### src/rtl/bomb_pkg.sv
`default_nettype none
// ============================================================================
// Module : bomb_pkg
// Brief  : Shared arbiter state type, coordinate width and screen constants.
// Rev    : 1.0  initial release
// ============================================================================
package bomb_pkg;

  localparam int COORD_W     = 11;
  localparam int OFFSCREEN_X = 640;
  localparam int OFFSCREEN_Y = 480;

  typedef enum logic [1:0] {
    S_IDLE     = 2'd0,
    S_WAIT_ON  = 2'd1,
    S_WAIT_OFF = 2'd2
  } arb_state_t;

  // True when two coordinates on one axis are no further apart than lim.
  function automatic logic coord_near(input logic [COORD_W-1:0] a,
                                      input logic [COORD_W-1:0] b,
                                      input logic [COORD_W-1:0] lim);
    logic [COORD_W-1:0] d;
    d = (a >= b) ? (a - b) : (b - a);
    return (d <= lim);
  endfunction

endpackage
`default_nettype wire

### src/rtl/bomb_slot.sv
`default_nettype none
// ============================================================================
// Module : bomb_slot
// Brief  : One bomb slot: live flag, latched position, fuse countdown, expiry.
// Rev    : 1.0  initial release
// ============================================================================
module bomb_slot
  import bomb_pkg::*;
#(
  parameter int FUSE_SEC = 3
) (
  input  logic               clk,
  input  logic               resetN,
  input  logic               tick,
  input  logic               load,
  input  logic               clear,
  input  logic               force_zero,
  input  logic [COORD_W-1:0] load_x,
  input  logic [COORD_W-1:0] load_y,
  output logic               valid,
  output logic [COORD_W-1:0] x,
  output logic [COORD_W-1:0] y,
  output logic               expired
);

  localparam int c_FUSE_W = $clog2(FUSE_SEC + 1);

  logic [c_FUSE_W-1:0] r_fuse;

  // A freshly loaded bomb ignores a tick arriving in its load cycle.
  always_ff @(posedge clk) begin
    if (!resetN) begin
      valid  <= 1'b0;
      x      <= '0;
      y      <= '0;
      r_fuse <= '0;
    end else if (clear) begin
      valid <= 1'b0;
    end else if (load) begin
      valid  <= 1'b1;
      x      <= load_x;
      y      <= load_y;
      r_fuse <= c_FUSE_W'(FUSE_SEC);
    end else if (valid) begin
      if (force_zero)
        r_fuse <= '0;
      else if (tick && (r_fuse != '0))
        r_fuse <= r_fuse - c_FUSE_W'(1);
    end
  end

  assign expired = valid && (r_fuse == '0);

endmodule
`default_nettype wire

### src/rtl/bomb_scheduler.sv
`default_nettype none
// ============================================================================
// Module : bomb_scheduler
// Brief  : Bomb slot pool with fuse timing and blast-unit arbitration.
//          Define CHAIN_REACTION_EN to zero the fuses of nearby row/column
//          bombs whenever a blast is issued.
// Rev    : 1.0  initial release
// ============================================================================
module bomb_scheduler
  import bomb_pkg::*;
#(
  parameter int NUM_BOMBS = 4,
  parameter int FUSE_SEC  = 3,
  parameter int TILE      = 32
) (
  input  logic                         clk,
  input  logic                         resetN,
  input  logic                         OneSecPulse,
  input  logic                         place_req,
  input  logic [COORD_W-1:0]           place_X,
  input  logic [COORD_W-1:0]           place_Y,
  output logic                         place_ack,
  output logic                         place_nack,
  input  logic                         explode,
  output logic                         blast,
  output logic [COORD_W-1:0]           bomb_topLeftX,
  output logic [COORD_W-1:0]           bomb_topLeftY,
  output logic [NUM_BOMBS-1:0]         slot_valid,
  output logic [NUM_BOMBS*COORD_W-1:0] slot_X,
  output logic [NUM_BOMBS*COORD_W-1:0] slot_Y,
  output logic                         busy
);

  localparam int                 c_IDX_W      = (NUM_BOMBS > 1) ? $clog2(NUM_BOMBS) : 1;
  localparam logic [COORD_W-1:0] c_CHAIN_DIST = COORD_W'(2 * TILE);
`ifdef CHAIN_REACTION_EN
  localparam logic               c_CHAIN_EN   = 1'b1;
`else
  localparam logic               c_CHAIN_EN   = 1'b0;
`endif

  arb_state_t           r_state;
  logic [1:0]           r_to;
  logic                 r_req_d;

  logic [NUM_BOMBS-1:0] w_valid, w_expired, w_load, w_clear, w_force;
  logic [COORD_W-1:0]   w_x [NUM_BOMBS];
  logic [COORD_W-1:0]   w_y [NUM_BOMBS];
  logic                 w_dup, w_has_free, w_has_exp;
  logic [c_IDX_W-1:0]   w_free_idx, w_exp_idx;
  logic [COORD_W-1:0]   w_fire_x, w_fire_y;
  logic                 w_place_edge, w_do_place, w_fire;

  // Descending scan so the lowest matching index is the one left standing.
  always_comb begin
    w_dup      = 1'b0;
    w_has_free = 1'b0;
    w_free_idx = '0;
    w_has_exp  = 1'b0;
    w_exp_idx  = '0;
    w_fire_x   = '0;
    w_fire_y   = '0;
    for (int i = NUM_BOMBS - 1; i >= 0; i--) begin
      if (w_valid[i] && (w_x[i] == place_X) && (w_y[i] == place_Y))
        w_dup = 1'b1;
      if (!w_valid[i]) begin
        w_has_free = 1'b1;
        w_free_idx = c_IDX_W'(i);
      end
      if (w_expired[i]) begin
        w_has_exp = 1'b1;
        w_exp_idx = c_IDX_W'(i);
        w_fire_x  = w_x[i];
        w_fire_y  = w_y[i];
      end
    end
  end

  assign w_place_edge = place_req && !r_req_d;
  assign w_do_place   = w_place_edge && !w_dup && w_has_free;
  assign w_fire       = (r_state == S_IDLE) && w_has_exp;
  assign slot_valid   = w_valid;

  generate
    for (genvar i = 0; i < NUM_BOMBS; i++) begin : g_slot
      assign w_load[i]  = w_do_place && (w_free_idx == c_IDX_W'(i));
      assign w_clear[i] = w_fire && (w_exp_idx == c_IDX_W'(i));
      assign w_force[i] = c_CHAIN_EN && w_fire && w_valid[i] && !w_clear[i] &&
                          (((w_y[i] == w_fire_y) && coord_near(w_x[i], w_fire_x, c_CHAIN_DIST)) ||
                           ((w_x[i] == w_fire_x) && coord_near(w_y[i], w_fire_y, c_CHAIN_DIST)));

      bomb_slot #(
        .FUSE_SEC (FUSE_SEC)
      ) u_slot (
        .clk        (clk),
        .resetN     (resetN),
        .tick       (OneSecPulse),
        .load       (w_load[i]),
        .clear      (w_clear[i]),
        .force_zero (w_force[i]),
        .load_x     (place_X),
        .load_y     (place_Y),
        .valid      (w_valid[i]),
        .x          (w_x[i]),
        .y          (w_y[i]),
        .expired    (w_expired[i])
      );

      assign slot_X[i*COORD_W +: COORD_W] = w_x[i];
      assign slot_Y[i*COORD_W +: COORD_W] = w_y[i];
    end
  endgenerate

  always_ff @(posedge clk) begin
    if (!resetN) begin
      r_req_d    <= 1'b0;
      place_ack  <= 1'b0;
      place_nack <= 1'b0;
    end else begin
      r_req_d    <= place_req;
      place_ack  <= w_do_place;
      place_nack <= w_place_edge && !w_do_place;
    end
  end

  // Arbiter: one blast in flight; waits for the blast unit's explode pulse.
  always_ff @(posedge clk) begin
    if (!resetN) begin
      r_state       <= S_IDLE;
      r_to          <= 2'd0;
      blast         <= 1'b0;
      busy          <= 1'b0;
      bomb_topLeftX <= '0;
      bomb_topLeftY <= '0;
    end else begin
      blast <= 1'b0;
      case (r_state)
        S_IDLE: begin
          if (w_fire) begin
            blast         <= 1'b1;
            busy          <= 1'b1;
            bomb_topLeftX <= w_fire_x;
            bomb_topLeftY <= w_fire_y;
            r_to          <= 2'd0;
            r_state       <= S_WAIT_ON;
          end
        end
        S_WAIT_ON: begin
          if (explode) begin
            r_state <= S_WAIT_OFF;
          end else if (OneSecPulse) begin
            if (r_to == 2'd3) begin
              r_state <= S_IDLE;
              busy    <= 1'b0;
            end else begin
              r_to <= r_to + 2'd1;
            end
          end
        end
        S_WAIT_OFF: begin
          if (!explode) begin
            r_state <= S_IDLE;
            busy    <= 1'b0;
          end
        end
        default: begin
          r_state <= S_IDLE;
          busy    <= 1'b0;
        end
      endcase
    end
  end

endmodule
`default_nettype wire

### config.mk
export PLATFORM = sky130hd
export DESIGN_NAME = bomb_scheduler
export DESIGN_NICKNAME = d
export VERILOG_FILES = /design/src/rtl/bomb_pkg.sv /design/src/rtl/bomb_slot.sv /design/src/rtl/bomb_scheduler.sv
export SDC_FILE = /design/constraint.sdc
export NUM_CORES = 1
export LEC_CHECK = 0
export BUFFER_PORTS_ARGS = -buffer_cell sky130_fd_sc_hd__clkbuf_2
export CORE_MARGIN = 2
export CORE_UTILIZATION = 45
export CTS_CLUSTER_DIAMETER = 60
export DETAILED_ROUTE_END_ITERATION = 12
export GPL_ROUTABILITY_DRIVEN = 0
export PLACE_DENSITY_LB_ADDON = 0.3
export SETUP_SLACK_MARGIN = 0.3
export SYNTH_ARGS = -nofsm -noshare
export SYNTH_HDL_FRONTEND = slang
export SYNTH_SLANG_ARGS = --single-unit
export TNS_END_PERCENT = 10
### constraint.sdc
create_clock -name clk -period 2.8 [get_ports clk]
set_clock_uncertainty 0.1 [all_clocks]
set_input_delay 0.14 -clock clk [delete_from_list [all_inputs] [get_ports clk]]
set_output_delay 0.14 -clock clk [all_outputs]
set_load 0.01 [all_outputs]
==> results.toml <==
[outcome]
outcome = "complete, no violations"

[power_and_ir_drop]
finalPower_mw = 4.80
cellInternalPower_mw = 3.52
power_switching_mw = 1.28
clkPwrFrac_pct = 43.9
seqPwrFrac_pct = 41.6
irDropWorstVdd_v = 0.000440
p_leak_nw = 3.45
p_comb_share_pct = 14.5
p_per_area_mw_per_mm2 = 605
swShare_pct = 26.6

[setup_path]
r2r_cells = 8
cp_num_cells = 8
endpoint = "g_slot[1].u_slot.y[6]"
critPathMaxStageDelay_ns = 0.45
crit_buf_inv = 1
crit_start = "g_slot[2].u_slot.x[7]"
endpoint_kind = "register"
worstPathRequired_ns = 3.05
path_cells = "xnor2_1 > nand4_1 > or4_1 > o22ai_2 > nor3_4 > nand3b_1 > buf_4 > mux2i_1"
cp_top_family = "simple AND/OR/NAND/NOR gates"
critPathKind = "reg2reg"
arrival_ns = 2.67
slowest_stage = "or4_1"
reg2reg_slack_ns = 0.37
cp-start-kind = "register"
r2r-start = "g_slot[2].u_slot.x[7]"
r2r-end = "g_slot[1].u_slot.y[6]"
cp_max_fo = 12

[yosys]
ys_ff_latch = 131
muxShareOfSynthArea_pct = 10.4
syn_nets = 767
synth_top_area_share_pct = 40.7
synth_compound_gate_area_share_pct = 11.2
avgSynthCellArea_um2 = 8.77
ys_top_cells_by_count = "dfxtp_1, nand2_1, mux2i_1, xnor2_1, nor2_1"
synthAdderAreaFrac_pct = 0.970
synth_ff_type = "dfxtp_1"
synth_warnings = 0
synth_most_common_cell = "dfxtp_1"
synth_edf_count = 0
yosysSeqAreaShare_pct = 40.7
synthCells = 735
synth_xor_area_share_pct = 12.2
synth-simple-area-share_pct = 17.3
ys_types = 46
syn_area_mm2 = 0.00645
async_reset_ff_share_pct = 0
ys_top_cells_by_area = "dfxtp_1, mux2i_1, xnor2_1"
synth_top_cell_by_area = "dfxtp_1"
synth_top_family_by_area = "simple AND/OR/NAND/NOR gates"

[clock_tree]
cts_sinks = 131
clockBufferDepth = 2
cts_max_level = 4
numCtsBuffers = 17
clk-insertion-delay-late_ns = 0.42
clk_pin_slew_worst_paths_ns = 0.06
cts_tree = "done"
cts-root-buf = "clkbuf_16"

[layout]
area_growth_pct = 23.0
drive_gt1_share_pct = 25.4
fillers = 1243
fin_nets = 895
n_antenna_cell = 0

[die]
die_area_mm2 = 0.0153
initial_core_util_pct = 46.3
die_h_um = 124
num_rows = 43
fp.dieW_um = 124
core_area_mm2 = 0.0139
top_level_ports = 145

[sta]
setup-violations-final = 0
period_needed_ns = 2.43
drv_slew = 0
finalSetupTns_ns = 0
worst_pin_slew_ns = 0.503
rsz0062_at_grt = "yes"
max_slew_margin_pct = 66.5
period_share_pct = 86.7
fmax_mhz = 412
hold_viol = 0

[global_route]
grt_max_degree = 44
grt_pass1_wl_um = 31700
grt_usage_pct = 27.9
grt_antenna_before_repair = 0
grt_pass1_vias = 5630
grt_overflow = 0

[placement]
dp_hpwl_um = 14500
io_buffers = 144

[min_path]
hp-class = "in2reg"

[drt]
vias_per_cell = 5.78
postRouteAntennaNets = 0
wire_per_inst_um = 20.5
drc = 0
vias = 6099
first_pass_iters = 5
routed_wl_um = 21600
drtIter0Drc = 536

[job]
drv_cap = 0
## per-layer routing
layer  global-route usage, %  up-vias  wire length, um
li1                        -     2813                -
met3                    6.50       52             1990
met2                    43.4      331             9960
met5                       0        -                0
met4                    13.0        0              637
met1                    36.5     2903             9040
## timing repair
action	CTS	global route
gates resized for setup	1	11
pin swaps	0	1
cloned	0	2
endpoints found under the hold margin	4	0
hold buffers	2	0
buffers inserted	0	3
setup endpoints to repair	23	92
## through the flow
step	hold slack (ns)	area, um^2	setup WS, ns	std cells	utilization, %
final	0.0219	7930	0.371	1055	56.9
after global routing	0.0427	7930	0.279	1055	56.9
after global placement	0.288	7260	0.308	1017	52.1
after detailed placement	0.296	7260	0.237	1017	52.1
after CTS	0.0109	7830	0.294	1050	56.2
after floorplan	0.175	6450	0.524	735	-
## worst register-to-register path: stages, from the launching register on
cell	delay (ns)
dfxtp_1	0.35
xnor2_1	0.34
nand4_1	0.14
or4_1	0.45
o22ai_2	0.23
nor3_4	0.10
nand3b_1	0.13
buf_4	0.28
mux2i_1	0.24
## power by group through the flow
stage          clock (mW)  sequential [mW]  combinational, mW
2_1_floorplan           0             2.04              0.411
3_3_place_gp            0             2.03              0.643
3_5_place_dp            0             2.03              0.644
4_1_cts              2.13             1.99              0.650
5_1_grt              2.20             2.01              0.745
6_report             2.11             2.00              0.695
## cell families after synthesis
kind of cell	count (synthesis)
muxes	67
and+or+nand+nor	242
adders and majority gates	5
xor gates and xnor gates	89
AOI/OAI and AO/OA	113
DFF	131
buffers and inverters	88
## registers in the layout, summed over array words and instances, names as in the netlist
register	flops
g_slot.u_slot.y	44
r_to	2
r_state	2
place_ack	1
blast	1
r_req_d	1
busy	1
bomb_topLeftY	11
g_slot.u_slot.x	44
place_nack	1
bomb_topLeftX	11
g_slot.u_slot.r_fuse	8
g_slot.u_slot.valid	4
## how the worst min path moves through the flow
stage                startpoint  depth (start not counted)  slack [ns]                endpoint
detailed placement      explode                          3        0.30              r_state[1]
global placement        explode                          3        0.29              r_state[1]
floorplan               explode                          2        0.17              r_state[1]
finish              place_X[10]                          3        0.02  g_slot[3].u_slot.x[10]
global route        place_X[10]                          3        0.04  g_slot[3].u_slot.x[10]
CTS                 place_X[10]                          3        0.01  g_slot[3].u_slot.x[10]
## placed cells by master (no fill, tap or decap), drive strengths merged, types with 2 or more instances in the layout
cell	instances
buf	39
clkinv	4
xnor2	58
dfxtp	131
nor2	35
o22ai	23
dlygate4sd3	2
xor2	31
o21ai	25
nand2b	2
and3	2
nor4	8
nand4	15
or3	3
bufinv	2
inv	11
nand2	104
clkbuf	169
mux2i	67
and3b	3
nand3	30
or4	3
a211oi	2
a221oi	24
nor2b	2
ha	5
a21oi	32
nor3	32
## cell type report
| cell class | instances | area [um^2] | share of cell area (%) |
|---|---|---|---|
| Clock buffer | 25 | 465 | 5.87 |
| Multi-Input combinational cell | 517 | 3420 | 43.1 |
| Tap cell | 180 | 225 | 2.84 |
| Timing Repair Buffer | 185 | 1080 | 13.6 |
| Clock inverter | 6 | 80.1 | 1.01 |
| Inverter | 11 | 41.3 | 0.520 |
| Sequential cell | 131 | 2620 | 33.1 |
No activity file was read; power rests on OpenSTA's default activity.
